==> config.mk <==
export PLATFORM = sky130hd
export DESIGN_NAME = truth_table_sweeper
export DESIGN_NICKNAME = d
export VERILOG_FILES = /design/src/rtl/truth_table_sweeper.sv
export SDC_FILE = /design/constraint.sdc
export NUM_CORES = 1
export LEC_CHECK = 0
export BUFFER_PORTS_ARGS = -buffer_cell sky130_fd_sc_hd__buf_2
export CAP_MARGIN = 30
export CORE_MARGIN = 2
export CORE_UTILIZATION = 57
export CTS_BUF_LIST = sky130_fd_sc_hd__clkbuf_4 sky130_fd_sc_hd__clkbuf_8 sky130_fd_sc_hd__clkbuf_16
export CTS_CLUSTER_SIZE = 10
export DETAILED_ROUTE_END_ITERATION = 8
export PLACE_DENSITY = 0.86
export SYNTH_ARGS = -nofsm -noshare
export SYNTH_HDL_FRONTEND = slang
export SYNTH_SLANG_ARGS = --single-unit
==> constraint.sdc <==
create_clock -name clk -period 2.3 [get_ports clk]
set_input_delay 0 -clock clk [delete_from_list [all_inputs] [get_ports clk]]
set_output_delay 0 -clock clk [all_outputs]
set_load 0.02 [all_outputs]
==> src/rtl/truth_table_sweeper.sv <==
// truth_table_sweeper
//   Drives a 3-input combinational block through its eight input rows in
//   ascending order, samples the block's output once per row after a settle
//   interval, assembles the 8-bit truth-table word and compares it against
//   an expected function code.
//
// Parameters
//   SETTLE_CYCLES  cycles each row is held before the sample cycle (1..255)
//   EXPECTED       expected truth-table code, bit i = output for row i,
//                  i = {in1,in2,in3}
//
// Ports
//   clk          clock, rising edge
//   rst          asynchronous active-high reset
//   start        request a sweep (accepted only when idle)
//   abort        abandon the sweep in progress
//   dut_out      output of the block under sweep (synchronous to clk)
//   in1/in2/in3  row MSB / middle / LSB driven to the block
//   busy         high from start acceptance until the last row is captured
//   done         one-cycle pulse when the word is complete
//   truth_table  captured word, held until the next accepted start
//   match        truth_table == EXPECTED, valid with done, held with the word
module truth_table_sweeper #(
  parameter int unsigned SETTLE_CYCLES = 4,
  parameter logic [7:0]  EXPECTED      = 8'h3C
) (
  input  logic       clk,
  input  logic       rst,
  input  logic       start,
  input  logic       abort,
  input  logic       dut_out,
  output logic       in1,
  output logic       in2,
  output logic       in3,
  output logic       busy,
  output logic       done,
  output logic [7:0] truth_table,
  output logic       match
);

  typedef enum logic [1:0] {
    IDLE   = 2'd0,
    SETTLE = 2'd1,
    SAMPLE = 2'd2,
    FINISH = 2'd3
  } state_t;

  // Terminal settle count; SETTLE ends on the edge where the counter
  // holds this value, so SETTLE always lasts exactly SETTLE_CYCLES cycles.
  localparam logic [7:0] CNT_LAST = 8'(SETTLE_CYCLES - 1);

  state_t     state_reg;
  logic [2:0] row_reg;
  logic [7:0] cnt_reg;
  logic [2:0] in_reg;
  logic       busy_reg;
  logic       done_reg;
  logic [7:0] tt_reg;
  logic       match_reg;

  always_ff @(posedge clk or posedge rst) begin
    if (rst) begin
      state_reg <= IDLE;
      row_reg   <= 3'd0;
      cnt_reg   <= 8'd0;
      in_reg    <= 3'd0;
      busy_reg  <= 1'b0;
      done_reg  <= 1'b0;
      tt_reg    <= 8'd0;
      match_reg <= 1'b0;
    end else begin
      done_reg <= 1'b0;
      case (state_reg)
        IDLE: begin
          // abort asserted alongside start suppresses the start
          if (start && !abort) begin
            row_reg   <= 3'd0;
            cnt_reg   <= 8'd0;
            in_reg    <= 3'd0;
            busy_reg  <= 1'b1;
            tt_reg    <= 8'd0;
            match_reg <= 1'b0;
            state_reg <= SETTLE;
          end
        end

        SETTLE: begin
          if (abort) begin
            // Partial word is kept for inspection; no done pulse.
            in_reg    <= 3'd0;
            busy_reg  <= 1'b0;
            match_reg <= 1'b0;
            state_reg <= IDLE;
          end else begin
            cnt_reg <= cnt_reg + 8'd1;
            if (cnt_reg == CNT_LAST) begin
              state_reg <= SAMPLE;
            end
          end
        end

        SAMPLE: begin
          if (abort) begin
            in_reg    <= 3'd0;
            busy_reg  <= 1'b0;
            match_reg <= 1'b0;
            state_reg <= IDLE;
          end else begin
            // The row is still applied during this cycle, so dut_out has
            // seen SETTLE_CYCLES+1 cycles of stable input when captured.
            tt_reg[row_reg] <= dut_out;
            cnt_reg         <= 8'd0;
            if (row_reg != 3'd7) begin
              row_reg   <= row_reg + 3'd1;
              in_reg    <= row_reg + 3'd1;
              state_reg <= SETTLE;
            end else begin
              // Last row captured: release the block inputs and drop busy
              // while the comparison is formed in FINISH.
              in_reg    <= 3'd0;
              busy_reg  <= 1'b0;
              state_reg <= FINISH;
            end
          end
        end

        FINISH: begin
          // start and abort are both ignored here.
          done_reg  <= 1'b1;
          match_reg <= (tt_reg == EXPECTED);
          state_reg <= IDLE;
        end

        default: begin
          state_reg <= IDLE;
        end
      endcase
    end
  end

  assign in1         = in_reg[2];
  assign in2         = in_reg[1];
  assign in3         = in_reg[0];
  assign busy        = busy_reg;
  assign done        = done_reg;
  assign truth_table = tt_reg;
  assign match       = match_reg;

endmodule

---- Yosys cells after proc, flatten, opt, wreduce, memory -nomap -nowiden ----
Index checks and enable logic that the tools add are counted.
Widths: inputs -> output; s select.
cells by class
  $add $sub $neg .......................... 2
  magnitude comparators ................... 2
  equality and inequality tests ........... 14
  mux-type cells .......................... 31
  reduce and logical (&&, ||, !) cells .... 14
operators by type and width
  kind                 number
  $mux 8               4
  $pmux 8 s3           1
  $mux 3               6
  $pmux 8 s2           1
  $reduce_and 4->1     3
  $mux 2               5
  $ne 2x2->1 const B   5
  $ne 3x3->1 const B   3
  $pmux 3 s3           1
  $add 8x1->8 const B  1
  $bwmux 8             1
  $eq 8x2->1 const B   1
  $eq 8x6->1 const B   1
  $pmux 2 s4           1
  $mux 1               7
  $pmux 1 s3           2
  $pmux 3 s2           1
  $reduce_and 3->1     2
  $eq 2x2->1 const B   2
  $lt 3x4->1 const B   1
  $reduce_and 2->1     2
  $add 3x1->3 const B  1
  $demux 1 s3          1
  $ge 3x1->1 const B   1
  other kinds (8)      9
storage, ports and cells
  flip-flop bits (word level) ............. 27
  input bits .............................. 5
  output and inout port bits .............. 14
  word-level logic and storage cells ...... 71

---- Depth between registers and ports, before layout ----
  word-level depth ........................ 7
  mapped depth ............................ 8
  mapped depth without buffers ............ 6

---- Least setup slack after synthesis ----
No wires, ideal clock.
  kind .................................... register to register
  start point ............................. reg state_reg[0]
  end point ............................... reg cnt_reg[7]
  data arrival time ....................... 1.631 ns
  required time ........................... 2.231 ns
  setup slack ............................. 0.600 ns
  cell stages (with the launch flop) ...... 8
  path buffers ............................ 1
  path through ............................ dfrtp_1 > inv_1 > ha_1 > buf_6 > nor4_4 > a21oi_1 > or4_1 > nand3_1
between the ends
  longest elaborated chain between the ends .. 3
RTL lines
  item                                                              line  source
  start, declared                                                   52    state_t state_reg;
  start signal, assigned                                            63    state_reg <= IDLE;
  start signal, assigned                                            83    state_reg <= SETTLE;
  start signal, assigned                                            93    state_reg <= IDLE;
  $eq 2x1->1 (tied with other cells)                                73    case (state_reg)
  $ne 2x2->1 (no line) / $reduce_bool 3->1 (equally long branches)  --
  $reduce_and 4->1 (no line)                                        --
  end signal, assigned                                              95    cnt_reg <= cnt_reg + 8'd1;
  end, declared                                                     54    logic [7:0] cnt_reg;
Parallel ways exist; a longest one is shown, timed or not.
A chain may end at the register's enable or synchronous reset.

---- Worst setup path in the final report ----
  start point ............................. reg state_reg[0]
  end point ............................... reg cnt_reg[5]
The elaborated chain is that of the path after synthesis.

==> key figures <==
Placement
  • IO Port Bufs: 18
  • GP Congestion: 0.844
  • Dpl hpwl: 2.49 mm

Critical path
  • Worst R2R Path Depth: 6
  • Setup Crit Path Kind: reg2reg
  • Worst EP arrival: 2.34 ns
  • CP Capture Type: flip-flop
  • CP Launch Type: flip-flop
  • Crit path capture: cnt_reg[5]
  • CP Max Fanout: 11
  • CP Data Required Time: 2.53 ns
  • Flop-to-flop setup slack: 0.18 ns
  • Slowest-stage cell, CP: a21oi_1
  • Worst r2r dst: cnt_reg[5]
  • Crit path launch: state_reg[0]
  • Max incr delay on CP: 0.57 ns
  • FF-to-FF Start: state_reg[0]
  • Crit-path cells: inv_1 > ha_1 > nand2b_1 > a21oi_1 > nor4_1 > a211o_1

Pwr
  • Sw Ratio: 38.9%
  • Clock network power share: 15.4%
  • Psw: 512 µW
  • Total power: 1320 µW
  • PD cells: 767 mW/mm²
  • Leak: 0.000851 µW
  • Comb power frac: 36.9%
  • Max VDD drop: 0.568 mV
  • Seq pwr share: 47.7%
  • Internal: 805 µW

Yosys
  • Post-synth top area share: 42.7%
  • Yosys top cell by area: dfrtp_1
  • Yosys warns: 0
  • XOR/XNOR share of the synthesized area: 0%
  • Post-synth cell types: 40
  • Post-Synth Adder-Cell Area: 7.11%
  • Post-synth EDFFs: 0
  • Cell area after synthesis: 0.00158 mm²
  • Area contributors post-synth: dfrtp_1, ha_1, o21ai_0
  • Complex-gate fraction of the synthesized area: 16.6%
  • Largest family of logic cells by synthesized area: simple AND/OR/NAND/NOR gates
  • Top_reg_cell synth: dfrtp_1
  • Register area share after synthesis: 42.7%
  • Synthesized Nets: 176
  • Post-Synth Simple-Gate Area: 22.2%
  • Mux cell area share after synthesis: 6.24%
  • Async SR Flop Fraction: 100%
  • Post-synthesis register bit count: 27
  • Cells after Synth: 162
  • Mapped Avg Cell Area: 9.78 µm²

Min path
  • Hold Path Class: in2reg
  • Hold path depth: 3

GRT
  • Initial antenna violation count: 0
  • Global-route wire length before repair: 5.71 mm
  • Largest net degree at the start of global routing: 16
  • Total congestion overflow: 0
  • GRT Total Usage: 22.7%
  • Number of global-route vias before repair: 1257

Flow run
  • MaxCap Viol Count: 0

Clocking
  • Clock Path Buffers: 2
  • TritonCTS buffer count: 3
  • Hold buffers post-CTS: 1
  • H-tree depth: 1
  • Clock Sinks: 27
  • TritonCTS clock tree: built
  • Clock latency on the worst-skew pair: 0.32 ns
  • Root buffer cell: clkbuf_4
  • Clock-pin slew on the worst setup and hold paths: 0.14 ns
  • CTS resizes: 0
  • Postcts setup bufs: 0

STA
  • Max-slew headroom: 54.3%
  • RSZ-0062 raised after global routing: false
  • Final setup vio count: 0
  • Highest clock rate: 0.473 GHz
  • Max-slew violation count: 0
  • Setup TNS: 0 ns
  • Hold Worst Slack: 0.0710 ns
  • Final Hold Fails: 0
  • Final Critical Period: 2.12 ns
  • Setup Skew: 0.00292 ns
  • Tcrit/Tclk final: 92.0%
  • Worst-margin pin slew: 0.686 ns

Floorplan
  • Die Y: 56.7 µm
  • Die area: 0.00322 mm²
  • Effective utilization at floorplan: 59.0%
  • Number of cell rows: 19
  • Core footprint: 0.00269 mm²
  • IO Count: 19
  • Die span in x: 56.7 µm

Drt
  • Antenna Violating Nets Remaining: 0
  • Drt via density: 6.25
  • Via count: 1306
  • WL per Instance: 15.5 µm
  • DR DRC count: 0
  • WL final: 3.24 mm
  • Drt first pass iters: 5
  • 1st-iter DRT viols: 77

Finish
  • Layout cells sized above 1: 18.5%
  • Area grow syn2layout: 8.37%
  • Most frequent cells in the layout: dfrtp_1, buf_2, o21ai_0
  • Antenna Cells: 0
  • Commonest non-fill, non-tap cell in the layout: dfrtp_1
  • Final nets: 193

Outcome
  • Outcome: complete, no violations
==> per-layer routing <==
layer | part of all wire, % | wire (µm) | vias up | GRT usage (%)
li1 | - | - | 626 | -
met1 | 42 | 1350 | 633 | 28.1
met2 | 51 | 1670 | 36 | 38.9
met3 | 4.1 | 134 | 11 | 3.69
met4 | 2.9 | 93 | 0 | 9.52
met5 | 0 | 0 | - | 0
==> worst min path at each step <==
stage                     endpoint  startpoint  slack [ns]
CTS                 truth_table[6]     dut_out        0.07
global route        truth_table[4]     dut_out        0.06
global placement              done         rst        0.27
finish              truth_table[6]     dut_out        0.07
floorplan                     busy         rst        0.05
detailed placement  truth_table[6]         rst        0.07
==> area by class of cell <==
cell class | count | area, µm²
clock buffers | 3 | 22.5
flip-flops and latches | 27 | 676
repair buffers | 20 | 115
well taps | 31 | 38.8
fillers | 227 | 970
multi-input cells | 118 | 826
clock inverters | 1 | 5.00
inverters | 9 | 33.8
==> worst max-delay path: cells and delay by family, from the launching register on <==
| family | cells | cell delay (ns) |
|---|---|---|
| AND/OR/NAND/NOR | 2 | 0.26 |
| buffers and inverters | 1 | 0.14 |
| flip-flops | 1 | 0.43 |
| AO/OA/AOI/OAI | 2 | 0.81 |
| adder cells (fa/ha/maj) | 1 | 0.37 |
==> power by group through the flow <==
stage | combinational, µW | sequential (µW) | clock, µW
finish | 486 | 628 | 203
CTS | 487 | 625 | 205
global route | 546 | 636 | 230
global placement | 458 | 627 | 0
detailed placement | 484 | 635 | 0
floorplan | 404 | 615 | 0
==> synthesized netlist by cell type, drive strengths merged, types with 2 or more instances <==
library cell	instances
nand3	10
nor2	3
a31oi	5
ha	9
nand2	16
nand4b	2
nand3b	2
nor2b	2
o21a	3
inv	9
o21ai	18
mux2	7
o31ai	4
and2	2
dfrtp	27
a21o	3
and3	4
clkbuf	3
nand2b	5
mux2i	2
buf	5
nor3	6
nor4	3
a21oi	2
==> stage by stage <==
step                      cell area, µm²  setup slack, ns  std cells  utilization, %
after floorplan                     1580            0.600        162               -
after global placement              1660            0.321        203            61.9
after CTS                           1720            0.188        209            63.9
after detailed placement            1680            0.224        204            62.5
final                               1720            0.184        209            63.9
after global routing                1720          0.00322        209            63.9
==> kinds of logic after synthesis <==
family	count (synthesis)
compound gates	40
fa+ha+maj	9
buf+inv	17
flops	27
mux	9
simple gates	60
No activity file was read; power rests on OpenSTA's default activity.
